`src/rtl/temp_pkg.sv`:
```
// Shared types and default constants for the temperature band classifier.
// Samples are signed, scaled in 0.1 degC units.
package temp_pkg;

  typedef enum logic [1:0] {
    NORMAL = 2'd0,
    FRIO   = 2'd1,
    CALOR  = 2'd2
  } estado_temp_t;

  localparam int TEMP_BAJO_DEF = 180;
  localparam int TEMP_ALTO_DEF = 259;
  localparam int ANCHO_TEMP    = 11;

endpackage

```
`src/rtl/clasificador_temp_histeresis_if.sv`:
```
// Sample-in / classification-out bundle between the sensor register
// and the monitoring logic.
interface clasificador_temp_histeresis_if
  import temp_pkg::*;
#(
  parameter int ANCHO     = ANCHO_TEMP,
  parameter int ANCHO_CNT = 16
);

  logic                    muestra_valida;
  logic signed [ANCHO-1:0] temp_entrada;
  logic                    limpiar_cnt;
  estado_temp_t            estado;
  logic                    es_bajo;
  logic                    es_alto;
  logic                    evento;
  logic [ANCHO_CNT-1:0]    cnt_frio;
  logic [ANCHO_CNT-1:0]    cnt_calor;

  modport master (
    output muestra_valida,
    output temp_entrada,
    output limpiar_cnt,
    input  estado,
    input  es_bajo,
    input  es_alto,
    input  evento,
    input  cnt_frio,
    input  cnt_calor
  );

  modport slave (
    input  muestra_valida,
    input  temp_entrada,
    input  limpiar_cnt,
    output estado,
    output es_bajo,
    output es_alto,
    output evento,
    output cnt_frio,
    output cnt_calor
  );

endinterface

```
`src/rtl/clasificador_temp_histeresis_contador_saturado.sv`:
```
// Saturating up-counter with synchronous clear; a clear in the same
// cycle as an increment leaves the count at 1.
module contador_saturado #(
  parameter int ANCHO = 16
) (
  input  logic             clk,
  input  logic             rst,
  input  logic             inc,
  input  logic             clr,
  output logic [ANCHO-1:0] cuenta
);

  always_ff @(posedge clk or posedge rst) begin
    if (rst) begin
      cuenta <= '0;
    end else if (clr) begin
      cuenta <= ANCHO'(inc);
    end else if (inc && (cuenta != '1)) begin
      cuenta <= cuenta + ANCHO'(1);
    end
  end

endmodule

```
`src/rtl/clasificador_temp_histeresis.sv`:
```
// Hysteretic NORMAL/FRIO/CALOR classifier with N-sample confirmation
// on entry and exit, plus saturating episode counters.
module clasificador_temp_histeresis
  import temp_pkg::*;
#(
  parameter int ANCHO     = ANCHO_TEMP,
  parameter int TEMP_BAJO = TEMP_BAJO_DEF,
  parameter int TEMP_ALTO = TEMP_ALTO_DEF,
  parameter int HIST      = 5,
  parameter int N_CONFIRM = 4,
  parameter int ANCHO_CNT = 16
) (
  input logic clk,
  input logic rst,
  clasificador_temp_histeresis_if.slave bus
);

  localparam int RW = $clog2(N_CONFIRM + 1);

  localparam logic [RW-1:0] N_ULT = RW'(N_CONFIRM - 1);

  localparam logic signed [ANCHO-1:0] UMB_BAJO  = ANCHO'(TEMP_BAJO);
  localparam logic signed [ANCHO-1:0] UMB_ALTO  = ANCHO'(TEMP_ALTO);
  localparam logic signed [ANCHO-1:0] SAL_FRIO  = ANCHO'(TEMP_BAJO + HIST);
  localparam logic signed [ANCHO-1:0] SAL_CALOR = ANCHO'(TEMP_ALTO - HIST);

  if (N_CONFIRM < 1) begin : g_chk_n
    $fatal(1, "N_CONFIRM must be at least 1");
  end
  if (HIST < 0) begin : g_chk_hist
    $fatal(1, "HIST must not be negative");
  end
  if (TEMP_BAJO + HIST > TEMP_ALTO - HIST) begin : g_chk_umb
    $fatal(1, "hysteresis bands overlap");
  end

  estado_temp_t  estado_q;
  logic [RW-1:0] racha_frio;
  logic [RW-1:0] racha_calor;
  logic [RW-1:0] racha_salida;
  logic          es_bajo_q;
  logic          es_alto_q;
  logic          evento_q;

  logic frio_cand;
  logic calor_cand;
  logic salida_ok;
  logic entra_frio;
  logic entra_calor;
  logic sale;

  always_comb begin
    frio_cand  = bus.temp_entrada < UMB_BAJO;
    calor_cand = bus.temp_entrada > UMB_ALTO;
    salida_ok  = 1'b0;
    if (estado_q == FRIO) begin
      salida_ok = bus.temp_entrada >= SAL_FRIO;
    end else if (estado_q == CALOR) begin
      salida_ok = bus.temp_entrada <= SAL_CALOR;
    end
    entra_frio  = bus.muestra_valida && (estado_q == NORMAL)
                  && frio_cand && (racha_frio == N_ULT);
    entra_calor = bus.muestra_valida && (estado_q == NORMAL)
                  && calor_cand && (racha_calor == N_ULT);
    sale        = bus.muestra_valida && salida_ok
                  && (racha_salida == N_ULT);
  end

  always_ff @(posedge clk or posedge rst) begin
    if (rst) begin
      estado_q     <= NORMAL;
      racha_frio   <= '0;
      racha_calor  <= '0;
      racha_salida <= '0;
      es_bajo_q    <= 1'b0;
      es_alto_q    <= 1'b0;
      evento_q     <= 1'b0;
    end else begin
      evento_q <= 1'b0;
      if (bus.muestra_valida) begin
        unique case (estado_q)
          NORMAL: begin
            racha_frio  <= frio_cand ? racha_frio + RW'(1) : '0;
            racha_calor <= calor_cand ? racha_calor + RW'(1) : '0;
            if (entra_frio) begin
              estado_q    <= FRIO;
              es_bajo_q   <= 1'b1;
              evento_q    <= 1'b1;
              racha_frio  <= '0;
              racha_calor <= '0;
            end else if (entra_calor) begin
              estado_q    <= CALOR;
              es_alto_q   <= 1'b1;
              evento_q    <= 1'b1;
              racha_frio  <= '0;
              racha_calor <= '0;
            end
          end
          FRIO, CALOR: begin
            racha_salida <= salida_ok ? racha_salida + RW'(1) : '0;
            // Exit always lands in NORMAL; the opposite band must
            // then build its own streak from scratch.
            if (sale) begin
              estado_q     <= NORMAL;
              es_bajo_q    <= 1'b0;
              es_alto_q    <= 1'b0;
              evento_q     <= 1'b1;
              racha_salida <= '0;
            end
          end
          default: begin
            estado_q     <= NORMAL;
            es_bajo_q    <= 1'b0;
            es_alto_q    <= 1'b0;
            racha_frio   <= '0;
            racha_calor  <= '0;
            racha_salida <= '0;
          end
        endcase
      end
    end
  end

  contador_saturado #(
    .ANCHO (ANCHO_CNT)
  ) u_cnt_frio (
    .clk    (clk),
    .rst    (rst),
    .inc    (entra_frio),
    .clr    (bus.limpiar_cnt),
    .cuenta (bus.cnt_frio)
  );

  contador_saturado #(
    .ANCHO (ANCHO_CNT)
  ) u_cnt_calor (
    .clk    (clk),
    .rst    (rst),
    .inc    (entra_calor),
    .clr    (bus.limpiar_cnt),
    .cuenta (bus.cnt_calor)
  );

  assign bus.estado  = estado_q;
  assign bus.es_bajo = es_bajo_q;
  assign bus.es_alto = es_alto_q;
  assign bus.evento  = evento_q;

endmodule
```
`src/flat_wrapper.sv`:
```
// flat-port wrapper written by rule: the top's interface ports become plain ports
module clasificador_temp_histeresis_flat import temp_pkg::*;
#(
  parameter int ANCHO     = ANCHO_TEMP,
  parameter int TEMP_BAJO = TEMP_BAJO_DEF,
  parameter int TEMP_ALTO = TEMP_ALTO_DEF,
  parameter int HIST      = 5,
  parameter int N_CONFIRM = 4,
  parameter int ANCHO_CNT = 16
)
  (clk, rst, bus_muestra_valida, bus_temp_entrada, bus_limpiar_cnt, bus_estado, bus_es_bajo, bus_es_alto, bus_evento, bus_cnt_frio, bus_cnt_calor);
  clasificador_temp_histeresis_if #(.ANCHO(ANCHO), .ANCHO_CNT(ANCHO_CNT)) bus_i ();
  input logic clk;
  input logic rst;
  input wire logic [$bits(bus_i.muestra_valida)-1:0] bus_muestra_valida;
  input wire logic [$bits(bus_i.temp_entrada)-1:0] bus_temp_entrada;
  input wire logic [$bits(bus_i.limpiar_cnt)-1:0] bus_limpiar_cnt;
  output wire logic [$bits(bus_i.estado)-1:0] bus_estado;
  output wire logic [$bits(bus_i.es_bajo)-1:0] bus_es_bajo;
  output wire logic [$bits(bus_i.es_alto)-1:0] bus_es_alto;
  output wire logic [$bits(bus_i.evento)-1:0] bus_evento;
  output wire logic [$bits(bus_i.cnt_frio)-1:0] bus_cnt_frio;
  output wire logic [$bits(bus_i.cnt_calor)-1:0] bus_cnt_calor;
  assign bus_i.muestra_valida = bus_muestra_valida;
  assign bus_i.temp_entrada = bus_temp_entrada;
  assign bus_i.limpiar_cnt = bus_limpiar_cnt;
  assign bus_estado = bus_i.estado;
  assign bus_es_bajo = bus_i.es_bajo;
  assign bus_es_alto = bus_i.es_alto;
  assign bus_evento = bus_i.evento;
  assign bus_cnt_frio = bus_i.cnt_frio;
  assign bus_cnt_calor = bus_i.cnt_calor;
  clasificador_temp_histeresis #(.ANCHO(ANCHO), .TEMP_BAJO(TEMP_BAJO), .TEMP_ALTO(TEMP_ALTO), .HIST(HIST), .N_CONFIRM(N_CONFIRM), .ANCHO_CNT(ANCHO_CNT)) u_core (.clk(clk), .rst(rst), .bus(bus_i));
endmodule
```
`config.mk`:
```
export PLATFORM = sky130hd
export DESIGN_NAME = clasificador_temp_histeresis_flat
export DESIGN_NICKNAME = d
export VERILOG_FILES = /design/src/rtl/temp_pkg.sv /design/src/rtl/clasificador_temp_histeresis_if.sv /design/src/rtl/clasificador_temp_histeresis_contador_saturado.sv /design/src/rtl/clasificador_temp_histeresis.sv /design/src/flat_wrapper.sv
export SDC_FILE = /design/constraint.sdc
export NUM_CORES = 1
export LEC_CHECK = 0
export ABC_AREA = 1
export CAP_MARGIN = 20
export CORE_ASPECT_RATIO = 1.1
export CORE_MARGIN = 8
export CORE_UTILIZATION = 48
export DETAILED_ROUTE_END_ITERATION = 10
export GPL_TIMING_DRIVEN = 1
export PLACE_DENSITY = 0.76
export SYNTH_ARGS = -nofsm -noshare
export SYNTH_HDL_FRONTEND = slang
export SYNTH_SLANG_ARGS = --single-unit
```
`constraint.sdc`:
```
create_clock -name clk -period 1.55 [get_ports clk]
set_input_delay 0.2325 -clock clk [delete_from_list [all_inputs] [get_ports clk]]
set_output_delay 0.2325 -clock clk [all_outputs]
set_load 0.05 [all_outputs]
```
==> impl_metrics.csv, run 1 <==
group,metric,value,unit
layout,n_fill_cell,302,
global_routing,grt_overflow,0,
timing,timing.final.ws_setup,-0.196,ns
timing,timing_hold_violations_final,0,
global_routing,grt_pass1_wl,15.7,mm
cts,cts.sinks,46,
layout,layout-drive-gt1-share,48.5,%
floorplan,ios,52,
critical_path,path_class,"flop to flop",
timing,fin_crit_sh,113,%
hold_path,holdCritPathClass,"input pin to asynchronous set/reset pin",
global_routing,antenna_found_initial,0,
cts,cts_buffers,5,
place,post-dp-hpwl,6.77,mm
power,power_leakage,2.41,nW
power,power_density,734,nW/um2
cts,htreeDepth,2,
cts,root_buffer,"clkbuf_8",
yosys,netlist_area,3060,um2
yosys,syn_avg_cell_area,7.64,um2
job,max_cap_violations,0,
timing,drv_slew,0,
global_routing,grt_pass1_vias,3366,
critical_path,cp-end-kind,"flop",
timing,hold_slack,0.273,ns
yosys,synth_area_leaders,"dfrtp_1 38%, nand2_1 11%, xor2_1 6.6%",
outcome,violations,"setup timing",
routing,wl_per_cell,19.1,um
global_routing,grt_max_degree,47,
routing,route.vias.total,3558,
cts,clk_pin_slew_worst_paths,0.11,ns
yosys,netlist_instances,400,
layout,area_delta_synth_final,71.4,%
global_routing,track_usage,20.8,%
yosys,synth_common_cells,"90 x nand2_1, 49 x inv_1, 46 x dfrtp_1",
yosys,synth_most_common_cell,"nand2_1",
layout,nets,570,
outcome,outcome,"finished with violations",
critical_path,cp_data_arrival_time,1.97,ns
yosys,synthArstFlopShare,100,%
yosys,ys_seq_area_share,37.7,%
power,total_power,3.85,mW
timing,setup_violations,33,
yosys,synth_fp_nets,427,
yosys,yosysTopAreaCellShare,37.7,%
timing,worst_pin_slew,0.389,ns
routing,routed_wl,11.9,mm
floorplan,core,6160,um2
timing,finClkSkew,0.0182,ns
floorplan,die_w,92.1,um
yosys,synth-seq-cells,46,
layout,ff_latch_area,1180,um2
critical_path,crit_path_max_fanout,2,
layout,multi_input_area,2070,um2
cts,insertion_delay,0.33,ns
cts,cts_tree,"done",
critical_path,cp-start-kind,"flop",
power,peakVddDrop,0.672,mV
timing,fmax,573,MHz
floorplan,die_area,9180,um2
yosys,synth_edf_count,0,
yosys,yosysTopAreaCell,"dfrtp_1",
routing,drt-initial-drc-count,269,
routing,drc,0,
timing,finalCriticalPeriod,1.75,ns
place,port_buffers,51,
critical_path,ff2ff_path_depth,11,
routing,firstDrtPassIters,6,
routing,viasPerCell,5.70,
timing,rsz0062_at_grt,"yes",
floorplan,die_h,99.7,um
routing,ant_nets,0,
yosys,synth_cell_types,33,
yosys,ys.warnings.count,0,
cts,clock_path_buffers,2,
place,gp_congestion,0.896,
yosys,synth-main-ff-cell,"dfrtp_1",
floorplan,initial_core_util,49.7,%
floorplan,placementRows,30,
critical_path,ff2ff_setup_slack,-0.20,ns
timing,slew_headroom,73.8,%
critical_path,cp.required,1.78,ns
layout,antenna_cells,0,
critical path, stage by stage (launching register included):
cell,delay (ns)
dfrtp_2,0.40
ha_4,0.15
nand3_4,0.07
nor2_4,0.13
nand3_2,0.10
nor3_2,0.15
nand2_2,0.12
nand2_4,0.13
buf_4,0.12
buf_6,0.09
nor3_4,0.03
nor2_1,0.15
sequential cells by signal, summed over array words and instances (netlist names):
name	flops
u_core.racha_frio	3
u_core.bus.es_alto	1
u_core.bus.evento	1
u_core.bus.estado	2
u_core.bus.es_bajo	1
u_core.u_cnt_frio.cuenta	16
u_core.racha_calor	3
u_core.racha_salida	3
u_core.u_cnt_calor.cuenta	16
repair_timing:
action | 4_1_cts | 5_1_grt
hold buffers | 0 | 0
hold endpoints to repair | 0 | 0
pin swaps | 16 | 22
gates resized for setup | 50 | 61
setup endpoints to repair | 38 | 42
buffers inserted | 8 | 10
gates cloned | 2 | 0
cell usage in the layout, fill, tap and decap left out, drive strengths merged, types with 16 or more instances in the layout:
| master | n |
|---|---|
| buf | 131 |
| nand2 | 97 |
| xor2 | 23 |
| nor3 | 17 |
| nand4 | 16 |
| o21ai | 31 |
| nand3 | 37 |
| nor2 | 33 |
| inv | 53 |
| dfrtp | 46 |
power breakdown:
part	switching [mW]	internal [mW]
registers	0.0885	1.33
logic	0.942	0.655
clock network	0.467	0.362
total	1.50	2.35
cells by family after synthesis:
group / synth area share (%)
AND/OR/NAND/NOR: 31.9
AO/OA/AOI/OAI: 9.21
adder cells (fa/ha/maj): 4.91
flip-flops: 37.7
XOR/XNOR: 7.16
buffers and inverters: 9.13
area by class of cell:
type	count	share of cell area, %
Tap cell	80	1.91
Clock buffer	7	1.65
Multi-Input combinational cell	291	39.4
Sequential cell	46	22.5
Inverter	54	4.20
Clock inverter	1	0.0955
Timing Repair Buffer	145	30.2
path summary, 6_finish.rpt:
check / from / to
worst max register to register: u_core.u_cnt_calor.cuenta[1]$_DFFE_PP0P_ / u_core.u_cnt_calor.cuenta[12]$_DFFE_PP0P_
min in group clk: u_core.racha_salida[0]$_DFFE_PP0P_ / u_core.racha_salida[0]$_DFFE_PP0P_
max in group asynchronous: rst / u_core.u_cnt_frio.cuenta[0]$_DFFE_PP0P_
worst min register to register: u_core.racha_salida[0]$_DFFE_PP0P_ / u_core.racha_salida[0]$_DFFE_PP0P_
worst max-delay path: u_core.u_cnt_calor.cuenta[1]$_DFFE_PP0P_ / u_core.u_cnt_calor.cuenta[12]$_DFFE_PP0P_
worst min-delay path: rst / u_core.u_cnt_calor.cuenta[9]$_DFFE_PP0P_
routing by layer:
layer	vias to the layer above	part of all wire (%)	GRT usage, %
met5	-	0	0
met1	1722	38	23.6
li1	1598	-	-
met2	182	51	36.9
met3	56	6.2	4.30
met4	0	4.6	8.06
through the flow:
step | setup WS, ns | setup TNS, ns | util, % | area [um2] | instances
after floorplan | -0.289 | -6.08 | - | 3170 | 400
after global placement | -0.366 | -12.81 | 74.4 | 4580 | 596
after detailed placement | -0.463 | -15.78 | 74.4 | 4580 | 596
after CTS | -0.127 | -1.80 | 79.6 | 4900 | 614
after global routing | -0.282 | -6.54 | 85.1 | 5240 | 624
final | -0.196 | -4.48 | 85.1 | 5240 | 624
(Power assumes the default switching activity.)
==> run 2: changes to the inputs <==
Settings changed: CORE_ASPECT_RATIO 1.1 to unset.
==> impl_metrics.csv, run 2 (synthesis gave the netlist of run 1 again) <==
group,metric,value,unit
place,gp_congestion,0.903,
timing,timing.final.ws_setup,-0.284,ns
routing,routed_wl,12.6,mm
global_routing,antenna_found_initial,0,
power,total_power,4.16,mW
layout,layout-drive-gt1-share,49.9,%
critical_path,cp-start-kind,"flop",
routing,drc,0,
cts,cts_tree,"done",
layout,area_delta_synth_final,72.4,%
place,port_buffers,51,
place,post-place-ws,-0.456,ns
floorplan,initial_core_util,49.0,%
timing,worst_pin_slew,0.387,ns
place,placed_area,4580,um2
layout,top_regs,"u_core.u_cnt_calor.cuenta x16, u_core.u_cnt_frio.cuenta x16",
floorplan,die_area,9180,um2
timing,slew_headroom,74.1,%
timing,timing_hold_violations_final,0,
cts,insertion_delay,0.31,ns
floorplan,core,6240,um2
timing,fin_crit_sh,118,%
timing,setup_violations,36,
place,place_inst,594,
critical_path,crit_path_max_fanout,5,
cts,htreeDepth,2,
layout,mostFrequentLayoutCell,"buf_4",
cts,clk_pin_slew_worst_paths,0.10,ns
floorplan,ios,52,
layout,antenna_cells,0,
place,post-dp-hpwl,6.87,mm
cts,clock_path_buffers,2,
timing,finalCriticalPeriod,1.83,ns
critical_path,cp-end-kind,"flop",
layout,layout_common_cells,"97 x buf_4, 58 x nand2_1, 39 x inv_1, 33 x buf_12, 28 x nor2_1",
routing,route.vias.total,3701,
power,peakVddDrop,0.918,mV
global_routing,grt_pass1_vias,3837,
power,power_density,790,nW/um2
power,power_leakage,2.43,nW
routing,ant_nets,0,
timing,finClkSkew,0.0108,ns
timing,setup_tns,-6.74,ns
floorplan,placementRows,29,
critical_path,cp_data_arrival_time,2.08,ns
floorplan,die_h,95.8,um
floorplan,die_w,95.8,um
critical_path,cp.required,1.79,ns
cts,cts.sinks,46,
outcome,violations,"setup timing",
timing,rsz0062_at_grt,"yes",
routing,firstDrtPassIters,5,
routing,drt-initial-drc-count,349,
cts,ctsHoldBuffers,0,
global_routing,grt_max_degree,19,
routing,viasPerCell,5.91,
hold_path,holdCritPathClass,"input pin to asynchronous set/reset pin",
outcome,outcome,"finished with violations",
job,max_cap_violations,0,
layout,nets,575,
global_routing,track_usage,25.0,%
global_routing,grt_overflow,0,
critical_path,path_class,"flop to flop",
cts,root_buffer,"clkbuf_8",
layout,fin_cells,626,
cts,cts_buffers,5,
global_routing,grt_pass1_wl,18.1,mm
routing,wl_per_cell,20.1,um
timing,hold_slack,0.253,ns
timing,fmax,545,MHz
timing,drv_slew,0,
layout,fin_util,84.4,%
layout,fin_area,5270,um2
## run 2: cell types whose count changed in the layout (fill, tap and decap cells not counted), moves of 3 or more
cell and change:
buf_4 +9, buf_6 -5, ha_1 -3, nand2_1 -10, nand2_2 +7, nand2_4 +5
nand2_8 -3, nand3_2 -3, nor3_1 +3, nor3_2 -3
## run 2: final timing paths
check                      cells past startpoint  slack (ns)                                      from                                        to
min reg2reg                                    2        0.51         u_core.racha_calor[2]$_DFFE_PP0P_         u_core.racha_calor[2]$_DFFE_PP0P_
max in group asynchronous                      3        0.85                                       rst  u_core.u_cnt_calor.cuenta[8]$_DFFE_PP0P_
max                                            8       -0.28  u_core.u_cnt_calor.cuenta[1]$_DFFE_PP0P_  u_core.u_cnt_calor.cuenta[5]$_DFFE_PP0P_
min in group clk                               2        0.51         u_core.racha_calor[2]$_DFFE_PP0P_         u_core.racha_calor[2]$_DFFE_PP0P_
min                                            2        0.25                                       rst   u_core.u_cnt_frio.cuenta[2]$_DFFE_PP0P_
max reg2reg                                    8       -0.28  u_core.u_cnt_calor.cuenta[1]$_DFFE_PP0P_  u_core.u_cnt_calor.cuenta[5]$_DFFE_PP0P_
## run 2: layer usage
layer / wire length [um] / GRT usage (%)
met1: 4820 / 27.6
met3: 1060 / 5.30
met2: 6120 / 43.9
met4: 593 / 13.4
met5: 0 / 0
## run 2: worst max-delay path: stages (launching register included)
cell and delay, ns:
dfrtp_2 0.40, buf_4 0.17, nand3_1 0.21, nor3_1 0.35
buf_4 0.18, nor2_1 0.04, nor3_1 0.26, nand2_2 0.07
o21ai_1 0.08
## run 2: layout make-up
type | instances | area [um2]
Clock buffer | 7 | 76.3
Clock inverter | 1 | 30.0
Fill cell | 281 | 971
Inverter | 54 | 223
Multi-Input combinational cell | 290 | 2060
Sequential cell | 46 | 1180
Tap cell | 77 | 96.3
Timing Repair Buffer | 151 | 1610
## run 2: what timing repair did
action                                 CTS  global route
setup buffers                           18             9
setup endpoints to repair               37            41
gates resized for setup                 65            53
pin swaps                               20            22
endpoints found under the hold margin    0             0
gates cloned                             1             0
## run 2: power breakdown
group / internal, mW / switching [mW]
logic: 0.735 / 1.08
registers: 1.33 / 0.100
clock network: 0.483 / 0.435
total: 2.55 / 1.61
==> run 3: changes to the inputs <==
Settings changed: CORE_MARGIN 8 to 1.5.
==> impl_metrics.csv, run 3 (synthesis gave the netlist of run 1 again) <==
group,metric,value,unit
floorplan,initial_core_util,50.7,%
timing,setup_violations,37,
routing,drt-initial-drc-count,316,
layout,antenna_cells,0,
timing,fmax,555,MHz
power,swShare,38.8,%
timing,timing.final.ws_setup,-0.252,ns
power,pwr-share-clk,21.1,%
routing,route.vias.total,3624,
place,gp_congestion,0.934,
cts,clock_path_buffers,2,
floorplan,core,6030,um2
timing,finClkSkew,0.00817,ns
timing,timing_hold_violations_final,0,
cts,cts_buffers,5,
critical_path,cp.required,1.75,ns
layout,area_delta_synth_final,71.3,%
power,intPower,2.55,mW
global_routing,grt_overflow,0,
global_routing,grt_pass1_wl,16.6,mm
timing,drv_slew,0,
power,seq_power_share,34.1,%
timing,slew_headroom,73.7,%
power,total_power,4.17,mW
cts,cts.sinks,46,
cts,insertion_delay,0.31,ns
power,power_switching,1.62,mW
critical_path,path_class,"flop to flop",
place,port_buffers,51,
routing,ant_nets,0,
critical_path,ff2ff_path_depth,10,
place,post-dp-hpwl,6.25,mm
place,placed_area,4500,um2
layout,nets,565,
global_routing,grt_max_degree,47,
outcome,outcome,"finished with violations",
critical_path,path_cells,"nand2_1, nor3_4, nand3_4, nor3_4, nand2_2, nand2_4, nand2_8, buf_8, nand2_2, o21ai_2",
layout,layout_common_cells,"86 x buf_4, 58 x nand2_1, 38 x inv_1, 31 x buf_12, 26 x nand2_2",
layout,mostFrequentLayoutCell,"buf_4",
power,power_leakage,2.40,nW
routing,viasPerCell,5.90,
power,power_frac_comb,44.9,%
job,max_cap_violations,0,
floorplan,placementRows,28,
layout,fin_area,5240,um2
global_routing,track_usage,29.6,%
outcome,violations,"setup timing",
cts,clk_pin_slew_worst_paths,0.09,ns
timing,worst_pin_slew,0.391,ns
global_routing,grt_pass1_vias,3556,
critical_path,crit_path_max_fanout,7,
place,place_inst,584,
critical_path,crit_slowest_cell,"dfrtp_2",
power,power_density,797,nW/um2
layout,layout-drive-gt1-share,51.0,%
critical_path,cp-end-kind,"flop",
global_routing,antenna_found_initial,0,
place,post-place-ws,-0.408,ns
routing,firstDrtPassIters,5,
routing,drc,0,
timing,fin_crit_sh,116,%
layout,top_regs,"u_core.u_cnt_calor.cuenta x16, u_core.u_cnt_frio.cuenta x16",
routing,wl_per_cell,18.7,um
cts,cts_tree,"done",
floorplan,ios,52,
hold_path,holdCritPathClass,"input pin to asynchronous set/reset pin",
routing,routed_wl,11.5,mm
layout,fin_cells,614,
critical_path,cp-start-kind,"flop",
floorplan,die_area,6860,um2
timing,rsz0062_at_grt,"yes",
cts,htreeDepth,2,
floorplan,die_w,82.8,um
critical_path,cp_slowest_stage_delay,0.40,ns
critical_path,cp_data_arrival_time,2.00,ns
cts,root_buffer,"clkbuf_8",
timing,finalCriticalPeriod,1.80,ns
power,peakVddDrop,1.07,mV
floorplan,die_h,82.8,um
[run 3: changes by cell type in the layout (fill, tap and decap cells not counted), sizes merged]
cell	before	now
buf	137	126
bufinv	1	0
clkbuf	7	8
clkdlybuf4s50	4	3
dlymetal6s2s	2	3
nand2	96	97
[run 3: routing by layer]
| layer | GRT usage, % | up-vias | wire length (um) |
|---|---|---|---|
| li1 | - | 1586 | - |
| met2 | 48.4 | 215 | 5590 |
| met3 | 6.16 | 63 | 825 |
| met1 | 37.3 | 1760 | 4550 |
| met4 | 14.4 | 0 | 544 |
| met5 | 0 | - | 0 |
[run 3: cell type report]
class                           count  area (um2)
Inverter                           54         230
Timing Repair Buffer              140        1530
Clock buffer                        8         110
Sequential cell                    46        1180
Tap cell                           75        93.8
Fill cell                         286         790
Multi-Input combinational cell    291        2100
[run 3: worst paths after layout]
kind                                                           from                                   endpoint  slack [ns]
setup / recovery           u_core.u_cnt_calor.cuenta[8]$_DFFE_PP0P_   u_core.u_cnt_calor.cuenta[5]$_DFFE_PP0P_       -0.25
hold / removal                                                  rst  u_core.u_cnt_calor.cuenta[14]$_DFFE_PP0P_        0.27
setup reg to reg           u_core.u_cnt_calor.cuenta[8]$_DFFE_PP0P_   u_core.u_cnt_calor.cuenta[5]$_DFFE_PP0P_       -0.25
hold reg to reg                  u_core.racha_salida[0]$_DFFE_PP0P_         u_core.racha_salida[0]$_DFFE_PP0P_        0.49
max in group asynchronous                                       rst   u_core.u_cnt_calor.cuenta[4]$_DFFE_PP0P_        1.03
min in group clk                 u_core.racha_salida[0]$_DFFE_PP0P_         u_core.racha_salida[0]$_DFFE_PP0P_        0.49
[run 3: worst max-delay path: cells and delay by family (launching register included)]
| kind | cells | cell delay (ns) |
|---|---|---|
| AO/OA/AOI/OAI | 1 | 0.05 |
| flip-flops | 1 | 0.40 |
| buffers and inverters | 1 | 0.15 |
| AND/OR/NAND/NOR | 8 | 1.07 |
[run 3: power by group through the flow]
stage,Clock (mW),Sequential [mW],Combinational [mW]
global route,0.916,1.44,2.01
CTS,0.879,1.41,1.58
finish,0.880,1.42,1.87
global placement,0,1.44,1.36
detailed placement,0,1.44,1.41
floorplan,0,1.62,0.635
[run 3: what timing repair did]
item,4_1_cts,5_1_grt
buffers inserted,16,9
setup endpoints to repair,39,41
gates resized for setup,64,68
pin swaps,17,21
gates cloned,2,0
hold buffers,0,0
[run 3: per-stage QoR]
stage	hold slack, ns	setup TNS [ns]	utilization [%]
6_report	0.268	-5.78	86.9
3_5_place_dp	0.484	-14.46	74.6
3_3_place_gp	0.470	-12.65	74.6
2_1_floorplan	0.432	-6.08	-
4_1_cts	0.289	-2.59	82.0
5_1_grt	0.312	-7.93	86.9
